**src/rtl/dac_spi_pkg.sv**
```systemverilog
// Shared types and sizing helpers for the DAC SPI transmit path.
package dac_spi_pkg;

  typedef enum logic [1:0] {
    ST_IDLE  = 2'd0,
    ST_SHIFT = 2'd1,
    ST_GAP   = 2'd2
  } state_t;

  localparam int OVR_W = 16;

  function automatic int frame_w(input int cmd_w, input int dac_w);
    return cmd_w + dac_w;
  endfunction

endpackage

```
**src/rtl/dac_fmt.sv**
```systemverilog
// Round-half-up, arithmetic shift, saturate to DAC width, optional offset-binary MSB flip.
module dac_fmt #(
  parameter int IN_W       = 32,
  parameter int DAC_W      = 16,
  parameter int SHIFT      = 0,
  parameter int OFFSET_BIN = 0
) (
  input  logic signed [IN_W-1:0]  din,
  output logic        [DAC_W-1:0] word,
  output logic                    clip
);

  // One extra bit so the rounding add can never wrap.
  localparam logic signed [IN_W:0] RND  = ((IN_W+1)'(1) << SHIFT) >> 1;
  localparam logic signed [IN_W:0] MAXV = (IN_W+1)'((longint'(1) << (DAC_W-1)) - 1);
  localparam logic signed [IN_W:0] MINV = ~MAXV;

  logic signed [IN_W:0] sum;
  logic signed [IN_W:0] shifted;

  always_comb begin
    sum     = $signed({din[IN_W-1], din}) + RND;
    shifted = sum >>> SHIFT;
    clip    = 1'b0;
    word    = shifted[DAC_W-1:0];
    if (shifted > MAXV) begin
      clip = 1'b1;
      word = MAXV[DAC_W-1:0];
    end else if (shifted < MINV) begin
      clip = 1'b1;
      word = MINV[DAC_W-1:0];
    end
    if (OFFSET_BIN != 0) word[DAC_W-1] = ~word[DAC_W-1];
  end

endmodule

```
**src/rtl/dac_spi_tx.sv**
```systemverilog
// Formats filtered samples into a one-entry hold buffer and ships them as SPI
// write frames (command byte + data word), CPOL=0, MSB first.
module dac_spi_tx
  import dac_spi_pkg::*;
#(
  parameter int               IN_W       = 32,
  parameter int               DAC_W      = 16,
  parameter int               SHIFT      = 0,
  parameter int               OFFSET_BIN = 0,
  parameter int               CMD_W      = 8,
  parameter logic [CMD_W-1:0] CMD        = 8'h30,
  parameter int               CLK_DIV    = 4,
  parameter int               GAP_HP     = 2
) (
  input  logic                   clk,
  input  logic                   reset,
  input  logic signed [IN_W-1:0] s_data,
  input  logic                   s_valid,
  output logic                   s_ready,
  output logic                   sclk,
  output logic                   mosi,
  output logic                   cs_n,
  output logic                   sat,
  output logic [OVR_W-1:0]       overrun_cnt
);

  localparam int FRAME_W = frame_w(CMD_W, DAC_W);
  localparam int DIV_W   = $clog2(CLK_DIV);
  localparam int BIT_W   = $clog2(FRAME_W);
  localparam int GAP_CW  = $clog2(GAP_HP) + 1;

  logic [DAC_W-1:0]   fmt_word;
  logic               fmt_clip;
  logic [DAC_W-1:0]   hold_reg;
  logic               hold_full_reg;
  state_t             state_reg;
  logic [FRAME_W-1:0] shreg_reg;
  logic [DIV_W-1:0]   div_reg;
  logic [BIT_W-1:0]   bit_reg;
  logic [GAP_CW-1:0]  gap_reg;
  logic               sclk_reg, mosi_reg, cs_n_reg, sat_reg;
  logic [OVR_W-1:0]   ovr_reg;
  logic               tick, gap_done, drain;

  dac_fmt #(
    .IN_W(IN_W), .DAC_W(DAC_W), .SHIFT(SHIFT), .OFFSET_BIN(OFFSET_BIN)
  ) u_fmt (
    .din(s_data), .word(fmt_word), .clip(fmt_clip)
  );

  // A back-to-back load straight out of GAP keeps cs_n high for exactly GAP_HP half-periods.
  always_comb begin
    tick     = (div_reg == DIV_W'(CLK_DIV - 1));
    gap_done = (state_reg == ST_GAP) && tick && (gap_reg == GAP_CW'(GAP_HP - 1));
    drain    = hold_full_reg && ((state_reg == ST_IDLE) || gap_done);
  end

  always_ff @(posedge clk) begin
    if (!reset) begin
      hold_reg      <= '0;
      hold_full_reg <= 1'b0;
      state_reg     <= ST_IDLE;
      shreg_reg     <= '0;
      div_reg       <= '0;
      bit_reg       <= '0;
      gap_reg       <= '0;
      sclk_reg      <= 1'b0;
      mosi_reg      <= 1'b0;
      cs_n_reg      <= 1'b1;
      sat_reg       <= 1'b0;
      ovr_reg       <= '0;
    end else begin
      sat_reg <= s_valid && fmt_clip;
      if (s_valid) begin
        hold_reg      <= fmt_word;
        hold_full_reg <= 1'b1;
        if (hold_full_reg && !drain && (ovr_reg != '1))
          ovr_reg <= ovr_reg + 1'b1;
      end else if (drain) begin
        hold_full_reg <= 1'b0;
      end

      case (state_reg)
        ST_IDLE: begin
          if (hold_full_reg) begin
            shreg_reg <= {CMD, hold_reg};
            mosi_reg  <= CMD[CMD_W-1];
            cs_n_reg  <= 1'b0;
            sclk_reg  <= 1'b0;
            div_reg   <= '0;
            bit_reg   <= '0;
            state_reg <= ST_SHIFT;
          end
        end
        ST_SHIFT: begin
          div_reg <= tick ? '0 : div_reg + 1'b1;
          if (tick) begin
            if (!sclk_reg) begin
              sclk_reg <= 1'b1;
            end else begin
              sclk_reg <= 1'b0;
              if (bit_reg == BIT_W'(FRAME_W - 1)) begin
                cs_n_reg  <= 1'b1;
                mosi_reg  <= 1'b0;
                div_reg   <= '0;
                gap_reg   <= '0;
                state_reg <= ST_GAP;
              end else begin
                shreg_reg <= shreg_reg << 1;
                mosi_reg  <= shreg_reg[FRAME_W-2];
                bit_reg   <= bit_reg + 1'b1;
              end
            end
          end
        end
        ST_GAP: begin
          div_reg <= tick ? '0 : div_reg + 1'b1;
          if (gap_done) begin
            if (hold_full_reg) begin
              shreg_reg <= {CMD, hold_reg};
              mosi_reg  <= CMD[CMD_W-1];
              cs_n_reg  <= 1'b0;
              div_reg   <= '0;
              bit_reg   <= '0;
              state_reg <= ST_SHIFT;
            end else begin
              state_reg <= ST_IDLE;
            end
          end else if (tick) begin
            gap_reg <= gap_reg + 1'b1;
          end
        end
        default: state_reg <= ST_IDLE;
      endcase
    end
  end

  assign s_ready     = ~hold_full_reg;
  assign sclk        = sclk_reg;
  assign mosi        = mosi_reg;
  assign cs_n        = cs_n_reg;
  assign sat         = sat_reg;
  assign overrun_cnt = ovr_reg;

endmodule
```
**config.mk**
```make
export PLATFORM = sky130hd
export DESIGN_NAME = dac_spi_tx
export DESIGN_NICKNAME = d
export VERILOG_FILES = /design/src/rtl/dac_spi_pkg.sv /design/src/rtl/dac_fmt.sv /design/src/rtl/dac_spi_tx.sv
export SDC_FILE = /design/constraint.sdc
export NUM_CORES = 1
export LEC_CHECK = 0
export ABC_AREA = 1
export CAP_MARGIN = 5
export CORE_MARGIN = 2
export CORE_UTILIZATION = 54
export DETAILED_ROUTE_END_ITERATION = 8
export HOLD_SLACK_MARGIN = 0.06
export PLACE_DENSITY = 0.8
export SETUP_SLACK_MARGIN = 0.4
export SYNTH_ARGS = -nofsm -noshare
export SYNTH_HDL_FRONTEND = slang
export SYNTH_HIERARCHICAL = 1
export SYNTH_SLANG_ARGS = --single-unit
export TNS_END_PERCENT = 30
```
**constraint.sdc**
```tcl
create_clock -name clk -period 2.2 [get_ports clk]
set_input_delay 0.44 -clock clk [delete_from_list [all_inputs] [get_ports clk]]
set_output_delay 0.44 -clock clk [all_outputs]
set_load 0.005 [all_outputs]
```
; ---- Word-level counts from Yosys, hierarchy flattened
; Index checks and enable logic that the tools add are counted.
[classes]
add_sub_neg = 4
n_mul = 0
n_div = 0
magnitude_cmp = 2
n_eq_ne = 14
n_shift = 0
n_mux = 55
bitwise_logic = 1
n_reduce_logical = 21
[ops]
columns = operator, n
row1 = two-way mux 24 bit, 5
row2 = case mux 24 bit (3 select lines), 1
row3 = two-way mux 2 bit, 17
row4 = "> comparator 32 x 16 -> 1 bit, second input constant", 1
row5 = "< comparator 32 x 16 -> 1 bit, second input constant", 1
row6 = two-way mux 16 bit, 2
row7 = two-way mux 5 bit, 5
row8 = two-way mux 1 bit, 18
row9 = "adder 16 x 1 -> 16 bit, second input constant", 1
row10 = "inequality test 16 bit, second input constant", 1
row11 = "inequality test 2 bit, second input constant", 8
row12 = case mux 5 bit (3 select lines), 1
row13 = AND reduction 5 bit, 3
row14 = case mux 2 bit (3 select lines), 2
row15 = logical AND 1 bit, 6
row16 = case mux 1 bit (3 select lines), 2
row17 = AND reduction 6 bit, 1
row18 = nonzero test 2 bit, 3
row19 = "adder 5 x 1 -> 5 bit, second input constant", 1
row20 = "equality test 5 bit, second input constant", 1
row21 = "adder 2 x 1 -> 2 bit, second input constant", 2
row22 = "equality test 2 x 1 -> 1 bit, second input constant", 2
row23 = "equality test 2 bit, second input constant", 2
row24 = case mux 2 bit (2 select lines), 1
row25 = other kinds (9), 10
[totals]
reg_bits = 72
latchBits = 0
ram_bits = 0
romBits = 0
input_bits = 35
output_inout_bits = 21
wordCells = 109
mem_count = 0

; ---- Logic depth before layout (Yosys ltp)
; Gate-level depths: netlist of the first run.
[depth]
word_depth = 9
mapped_depth = 11
mapped_depth_nobuf = 11

; ---- By module
; Netlist of the first run, hierarchy kept.
[by_module_without_submodules]
columns = mod, instances, cells_each, area_each_um2, seq_area_each_um2
row1 = dac_spi_tx, 1, 513, 3497.1, 1421.4
row2 = dac_fmt, 1, 64, 277.8, 0.0

; ---- Worst setup path after synthesis of the first run
; Ideal clock, no wire load.
[synth_timing]
path_kind = flip-flop to flip-flop
from = register state_reg[0]
to = register ovr_reg[4] (netlist: overrun_cnt[4])
setup_time_ns = 0.141
arrival_ns = 1.512
required_time_ns = 2.059
path_slack_ns = 0.547
path_stages_with_launch = 10
path_buffers = 1
synth_period_minus_slack_ns = 1.653
cell_sequence = dfxtp_1 -> inv_1 -> ha_1 -> nand3_2 -> nand4_1 -> nor2_4 -> clkinv_2 -> buf_6 -> nand2_1 -> a21oi_1
[synth_via]
elab_chain_len = 9
elab_cells_between_ends = 10
classes_between = eq/ne: 1 / reduce/logical: 9
[synth_rtl]
columns = element, line
row1 = "start, declared", dac_spi_tx.sv:36  ; state_t state_reg;
row2 = "start signal, assigned", dac_spi_tx.sv:62  ; state_reg <= ST_IDLE;
row3 = "start signal, assigned", dac_spi_tx.sv:92  ; state_reg <= ST_SHIFT;
row4 = "start signal, assigned", dac_spi_tx.sv:107  ; state_reg <= ST_GAP;
row5 = equality test 2 bit, dac_spi_tx.sv:54  ; gap_done = (state_reg == ST_GAP) && tick && (gap_reg == GAP_CW'(GAP_HP - 1));
row6 = logical AND 1 bit (2 in series), dac_spi_tx.sv:54
row7 = logical OR 1 bit (*), dac_spi_tx.sv:55  ; drain = hold_full_reg && ((state_reg == ST_IDLE) || gap_done);
row8 = logical AND 1 bit (*), dac_spi_tx.sv:55
row9 = logical NOT 1 bit (*), dac_spi_tx.sv:77  ; if (hold_full_reg && !drain && (ovr_reg != '1))
row10 = logical AND 1 bit (*) (2 in series), dac_spi_tx.sv:77
row11 = AND reduction 2 bit (no source line) (*), n/a
row12 = "end signal, assigned", dac_spi_tx.sv:78  ; ovr_reg <= ovr_reg + 1'b1;
row13 = "end, declared", dac_spi_tx.sv:42  ; logic [OVR_W-1:0] ovr_reg;
; Every way passes the cells marked *; elsewhere a longest branch is shown, timed or not.
; A chain may end at the register's enable or synchronous reset.

; ---- Final worst setup path of the first run
[layout_timing]
from = register ovr_reg[12] (netlist: overrun_cnt[12])
to = output overrun_cnt[12]
[layout_rtl]
columns = element, line
row1 = "end, declared", dac_spi_tx.sv:24  ; output logic [OVR_W-1:0] overrun_cnt
; No word-level cell between the ends.

==> results.cfg, run 1 <==
[global_routing]
grt_pass1_wl_mm = 14.6
overflow = 0
grt_max_degree = 39
grt_pass1_vias = 3408
grt_antenna_before_repair = 0
grt_usage_pct = 23.6

[layout]
fillerInstances = 578
largest_reg_flops = 23
drive_gt1_share_pct = 10.6
fin_util_pct = 69.5
syn_to_final_growth_pct = 25.0
diodes = 0
instances_no_fill = 731
nets = 673

[synth]
ys_types = 30
syn-cell-area_um2 = 3770
synth_area_per_cell_um2 = 6.54
seq_area_frac_synth_pct = 37.7
yosysTopAreaCell = dfxtp_1
yosys_register_bits = 71
yosysWarnings = 6
synth.area.top_cells = dfxtp_1, nand2_1, nor2_1
syn_inst = 577
synth_nets = 620
synth_top_area_share_pct = 37.7

[routing]
ant_nets = 0
wl_met3_um = 270
met1_length_mm = 4.03
post_drt_wl_per_cell_um = 12.1
vias = 3720
top_layer_used = met4
routed_wl_mm = 8.83
avgViaCountPerCell = 5.09
dr_wl_met2_mm = 4.32
drc = 0
drt_iter0_markers = 217
first_pass_iters = 4

[run]
cap_violations = 0

[critical_path]
path_buf_inv = 1
crit_slowest_cell = clkdlybuf4s50_1
critPathArrivalTime_ns = 1.37
r2r_start = state_reg[0]
critPathKind = reg -> out
cp.required_ns = 1.76
path_delay_family = buffers and inverters
startpoint_type = flop
end_kind = output port
cp_cell_sequence = clkdlybuf4s50_1
cp-startpoint = overrun_cnt[12]
crit_fanout = 7
cp_slowest_stage_delay_ns = 0.55

[timing]
hold_viol_final = 0
fin_setup_tns_ns = 0
clock.fmax_mhz = 551
slew_viol_final = 0
rsz0062_at_grt = yes
slew_headroom_pct = 68.9
setup_viol_count_final = 0
clock-skew-final_ns = 0.00999
period_share_pct = 82.4
period_needed_ns = 1.81
max_slew.worst_pin.slew_ns = 0.466

[power_and_ir_drop]
power_leakage_nw = 1.88
pwr-share-clk_pct = 23.3
p_comb_share_pct = 42.0
power_switching_mw = 1.92
netSwitchingFraction_pct = 38.4
intPower_mw = 3.08
powerDensity_nw_per_um2 = 1060
irDropWorstVdd_v = 0.000667
seq_power_share_pct = 34.6

[clock_tree]
cts_root_buf = clkbuf_8
cts_tree = yes
clk_pin_slew_ns = 0.09
htree_levels = 3
cts_sinks = 71
holdBufCountCts = 0
clock_latency_ns = 0.36
numCtsBuffers = 9
cts_buffer_depth = 2

[place]
place_inst = 710
gp_congestion = 0.847
io_buffer_count = 55
hpwl_mm = 5.81

[floorplanning]
die-area_um2 = 7680
initial_core_util_pct = 55.6
num_io_pins = 56
dieWidth_um = 87.6
core_um2 = 6790
die_height_um = 87.6
rows = 30

[hold_path]
hold_path_class = reg -> reg
hp-start = cs_n

[run_status]
outcome = finished, final reports clean
## cells in the mapped netlist
master,n
nand3_2,2
o211ai_1,1
nand2_2,9
a21oi_1,25
buf_4,5
buf_6,6
dfxtp_1,71
nor3b_1,1
o21ai_4,1
nand2_1,189
clkinv_1,1
a21o_1,1
ha_1,8
nor2_2,3
o21ai_1,13
nand3_1,14
clkbuf_1,13
nor2_4,2
nand4_1,9
xor2_1,4
o21a_1,1
o21ai_0,37
nor2_1,115
clkinv_2,1
a21oi_2,6
inv_1,29
a21oi_4,1
xnor2_1,4
buf_2,2
o21ai_2,3
## worst paths after layout
kind / endpoint / slack (ns) / depth (start not counted)
hold reg to reg: cs_n / 0.47 / 2
setup / recovery: overrun_cnt[12] / 0.39 / 1
hold / removal: cs_n / 0.47 / 2
setup reg to reg: shreg_reg[20] / 0.48 / 10
## layer usage
| layer | track usage (%) | up-vias |
|---|---|---|
| met4 | 11.3 | 0 |
| li1 | - | 1935 |
| met5 | 0 | - |
| met3 | 3.49 | 19 |
| met1 | 28.7 | 1692 |
| met2 | 41.0 | 74 |
## layout make-up
cell class | count | area (um2) | area share [%]
inverters | 31 | 119 | 2.52
well taps | 96 | 120 | 2.55
clock buffers | 9 | 124 | 2.62
flip-flops and latches | 71 | 1430 | 30.2
multi-input cells | 449 | 2120 | 45.0
repair buffers | 68 | 711 | 15.1
clock inverters | 7 | 97.6 | 2.07
## power by group through the flow
| stage | Clock [mW] | Sequential (mW) | Combinational (mW) |
|---|---|---|---|
| after floorplan | 0 | 1.71 | 1.42 |
| after global placement | 0 | 1.74 | 1.68 |
| after detailed placement | 0 | 1.75 | 1.74 |
| after CTS | 1.19 | 1.72 | 1.76 |
| after global routing | 1.25 | 1.76 | 2.36 |
| final | 1.17 | 1.73 | 2.10 |
## placed cells by master (no fill, tap or decap), types with 2 or more instances in the layout
master and count:
ha_1 4, nor2_2 3, xnor2_1 4, xor2_1 4
o21ai_1 15, o21ai_0 35, inv_1 27, nand2_2 8
buf_6 2, nand4_1 9, nand3_1 14, ha_2 2
a21oi_1 25, clkdlybuf4s50_1 55, clkinv_4 2, o21ai_2 3
nand3_2 2, a21oi_2 6, ha_4 2, dfxtp_2 3
clkbuf_16 2, clkinvlp_4 2, inv_2 2, bufinv_16 2
nor2_1 115, nand2_1 188, dfxtp_1 68, clkbuf_8 9
buf_4 7, nor2_4 2
## cells by family after synthesis
| logic type | share of synthesized area [%] |
|---|---|
| buffers and inverters | 7.46 |
| XOR/XNOR | 1.86 |
| AO/OA/AOI/OAI | 13.5 |
| AND/OR/NAND/NOR | 36.9 |
| flip-flops | 37.7 |
| adder cells (fa/ha/maj) | 2.65 |
## repair_timing
item,CTS,global route
endpoints found under the setup margin,37,58
gates resized for setup,4,17
setup buffers,0,2
pin swaps,0,3
gates cloned,0,3
## metrics by stage
step	setup WS, ns	power, mW	hold slack [ns]	cell area (um2)
after floorplan	0.547	3.13	0.444	3770
after global placement	0.243	3.42	0.445	4350
after detailed placement	0.184	3.49	0.460	4350
after CTS	0.378	4.67	0.478	4590
after global routing	0.354	5.37	0.494	4720
final	0.386	5.01	0.474	4720
Power figures use the tool's default switching activity.
==> inputs of run 2 (changes only) <==
Settings changed: CORE_UTILIZATION 54 to 49, PLACE_DENSITY 0.8 to 0.76.
Clock period 2.2 ns to 1.49 ns, I/O delays scaled along.
==> results.cfg, run 2 (synthesized netlist as in run 1, its figures left out) <==
[layout]
diodes = 0
final_area_um2 = 5720
fin_util_pct = 75.1
layout_commonest_cell = nand2_1
largest_reg_flops = 23
syn_to_final_growth_pct = 51.4
nets = 736
drive_gt1_share_pct = 31.7
final_cell_mix = nand2_1, nor2_1, dfxtp_1, buf_4, buf_6

[place]
gp_congestion = 0.828
io_buffer_count = 55
placed_cell_area_um2 = 4810
hpwl_mm = 6.62

[clock_tree]
clock_latency_ns = 0.35
cts_tree = yes
holdBufCountCts = 0
cts_sinks = 71
cts_buffer_depth = 2
htree_levels = 3
clk_pin_slew_ns = 0.08
numCtsBuffers = 9
cts_root_buf = clkbuf_8

[critical_path]
cp.required_ns = 1.77
r2r-end = overrun_cnt[14]
rrSetupSlack_ns = -0.18
crit_slowest_cell = dfxtp_4
critPathArrivalTime_ns = 1.95
reg2reg_depth = 8
path_delay_family = simple AND/OR/NAND/NOR gates
path_buf_inv = 2
critPathKind = reg -> reg
r2r_start = state_reg[0]
cp_slowest_stage_delay_ns = 0.40
startpoint_type = flop
end_kind = flop
crit_fanout = 8
cp_cell_sequence = inv_4, ha_4, nand3_4, nand4_1, nor2_4, bufbuf_16, nand2_1, a21oi_1

[routing]
avgViaCountPerCell = 5.29
post_drt_wl_per_cell_um = 14.6
routed_wl_mm = 11.7
vias = 4229
first_pass_iters = 5
drc = 0
drt_iter0_markers = 296
ant_nets = 0

[global_routing]
met1_usage_pct = 29.5
grt_max_degree = 37
overflow = 0
busiest_layer = met2
grt_usage_pct = 25.2
grt_pass1_vias = 3915
grt_antenna_before_repair = 0
met3_usage_pct = 6.08
grt_pass1_wl_mm = 17.4
use_met2_pct = 45.3

[hold_path]
min_to = shreg_reg[14]
worstHoldPathCells = 2
hold_path_class = reg -> reg
hp-start = shreg_reg[14]

[timing]
finalWorstSetupSlack_ns = -0.180
max_slew.worst_pin.slew_ns = 0.352
period_share_pct = 112
hold_viol_final = 0
rsz0062_at_grt = yes
slew_headroom_pct = 76.5
holdWs_ns = 0.486
fin_setup_tns_ns = -4.80
slew_viol_final = 0
clock-skew-final_ns = 0.0113
setup_viol_count_final = 46
clock.fmax_mhz = 599
period_needed_ns = 1.67

[run_status]
outcome = finished, violations left
violations = negative setup slack

[floorplanning]
die-area_um2 = 8420
die_height_um = 91.8
rows = 32
dieWidth_um = 91.8
core_um2 = 7610
num_io_pins = 56
initial_core_util_pct = 49.6

[power_and_ir_drop]
powerDensity_nw_per_um2 = 1540
power_leakage_nw = 2.49
irDropWorstVdd_v = 0.00108

[run]
cap_violations = 0
==> run 2: changes by cell type in the layout (fill, tap and decap cells not counted), moves of 8 or more <==
cell             change
clkdlybuf4s50_1     -37
buf_4               +36
buf_6               +27
dlygate4sd2_1       +19
o21ai_2             +19
nand2_1             -18
dfxtp_1             -16
nand2_4             +12
dfxtp_2             +11
o21ai_1             -11
o21ai_0              -9
a21oi_1              -8
==> run 2: worst register-to-register path, delay by kind of cell (launching register included) <==
kind	cells	cell delay (ns)
AND/OR/NAND/NOR	4	0.53
flip-flops	1	0.40
buffers and inverters	2	0.34
adder cells (fa/ha/maj)	1	0.17
AO/OA/AOI/OAI	1	0.16
==> run 2: stage by stage <==
step	total power, mW	instances	worst slack [ns]
floorplan	4.74	577	0.00802
global placement	5.60	758	-0.175
detailed placement	5.73	758	-0.203
CTS	7.59	790	-0.100
global route	9.35	800	-0.267
finish	8.78	800	-0.180
==> run 2: worst max-delay path by stage <==
stage	start	endpoint	slack [ns]	cells after the start
3_3_place_gp	s_valid	overrun_cnt[8]	-0.17	7
5_1_grt	state_reg[0]	overrun_cnt[14]	-0.27	8
4_1_cts	overrun_cnt[0]	overrun_cnt[0]	-0.10	10
2_1_floorplan	state_reg[1]	bit_reg[1]	0.008	10
3_5_place_dp	s_valid	overrun_cnt[8]	-0.20	7
6_report	state_reg[0]	overrun_cnt[14]	-0.18	8
==> run 2: per-layer routing <==
layer,up-vias,wire length [um]
li1,2067,-
met1,1981,4640
met2,141,6070
met3,40,616
met4,0,327
met5,-,0
==> run 2: cell type report <==
class	count	area (um2)
Fill cell	541	1890
Timing Repair Buffer	131	1350
Clock buffer	10	128
Sequential cell	71	1460
Tap cell	102	128
Inverter	31	141
Clock inverter	6	85.1
Multi-Input combinational cell	449	2420
==> run 2: timing repair <==
item                       4_1_cts  5_1_grt
gates resized for setup        163       67
pin swaps                       31       21
setup endpoints to repair       91       91
buffers inserted                15        5
cloned                           1        5
==> run 2: where the power goes <==
group / leakage (nW) / internal (mW) / switching [mW] / total [mW]
clock network: 0.102 / 0.936 / 0.722 / 1.66
logic: 1.79 / 2.13 / 2.38 / 4.51
registers: 0.592 / 2.32 / 0.290 / 2.61
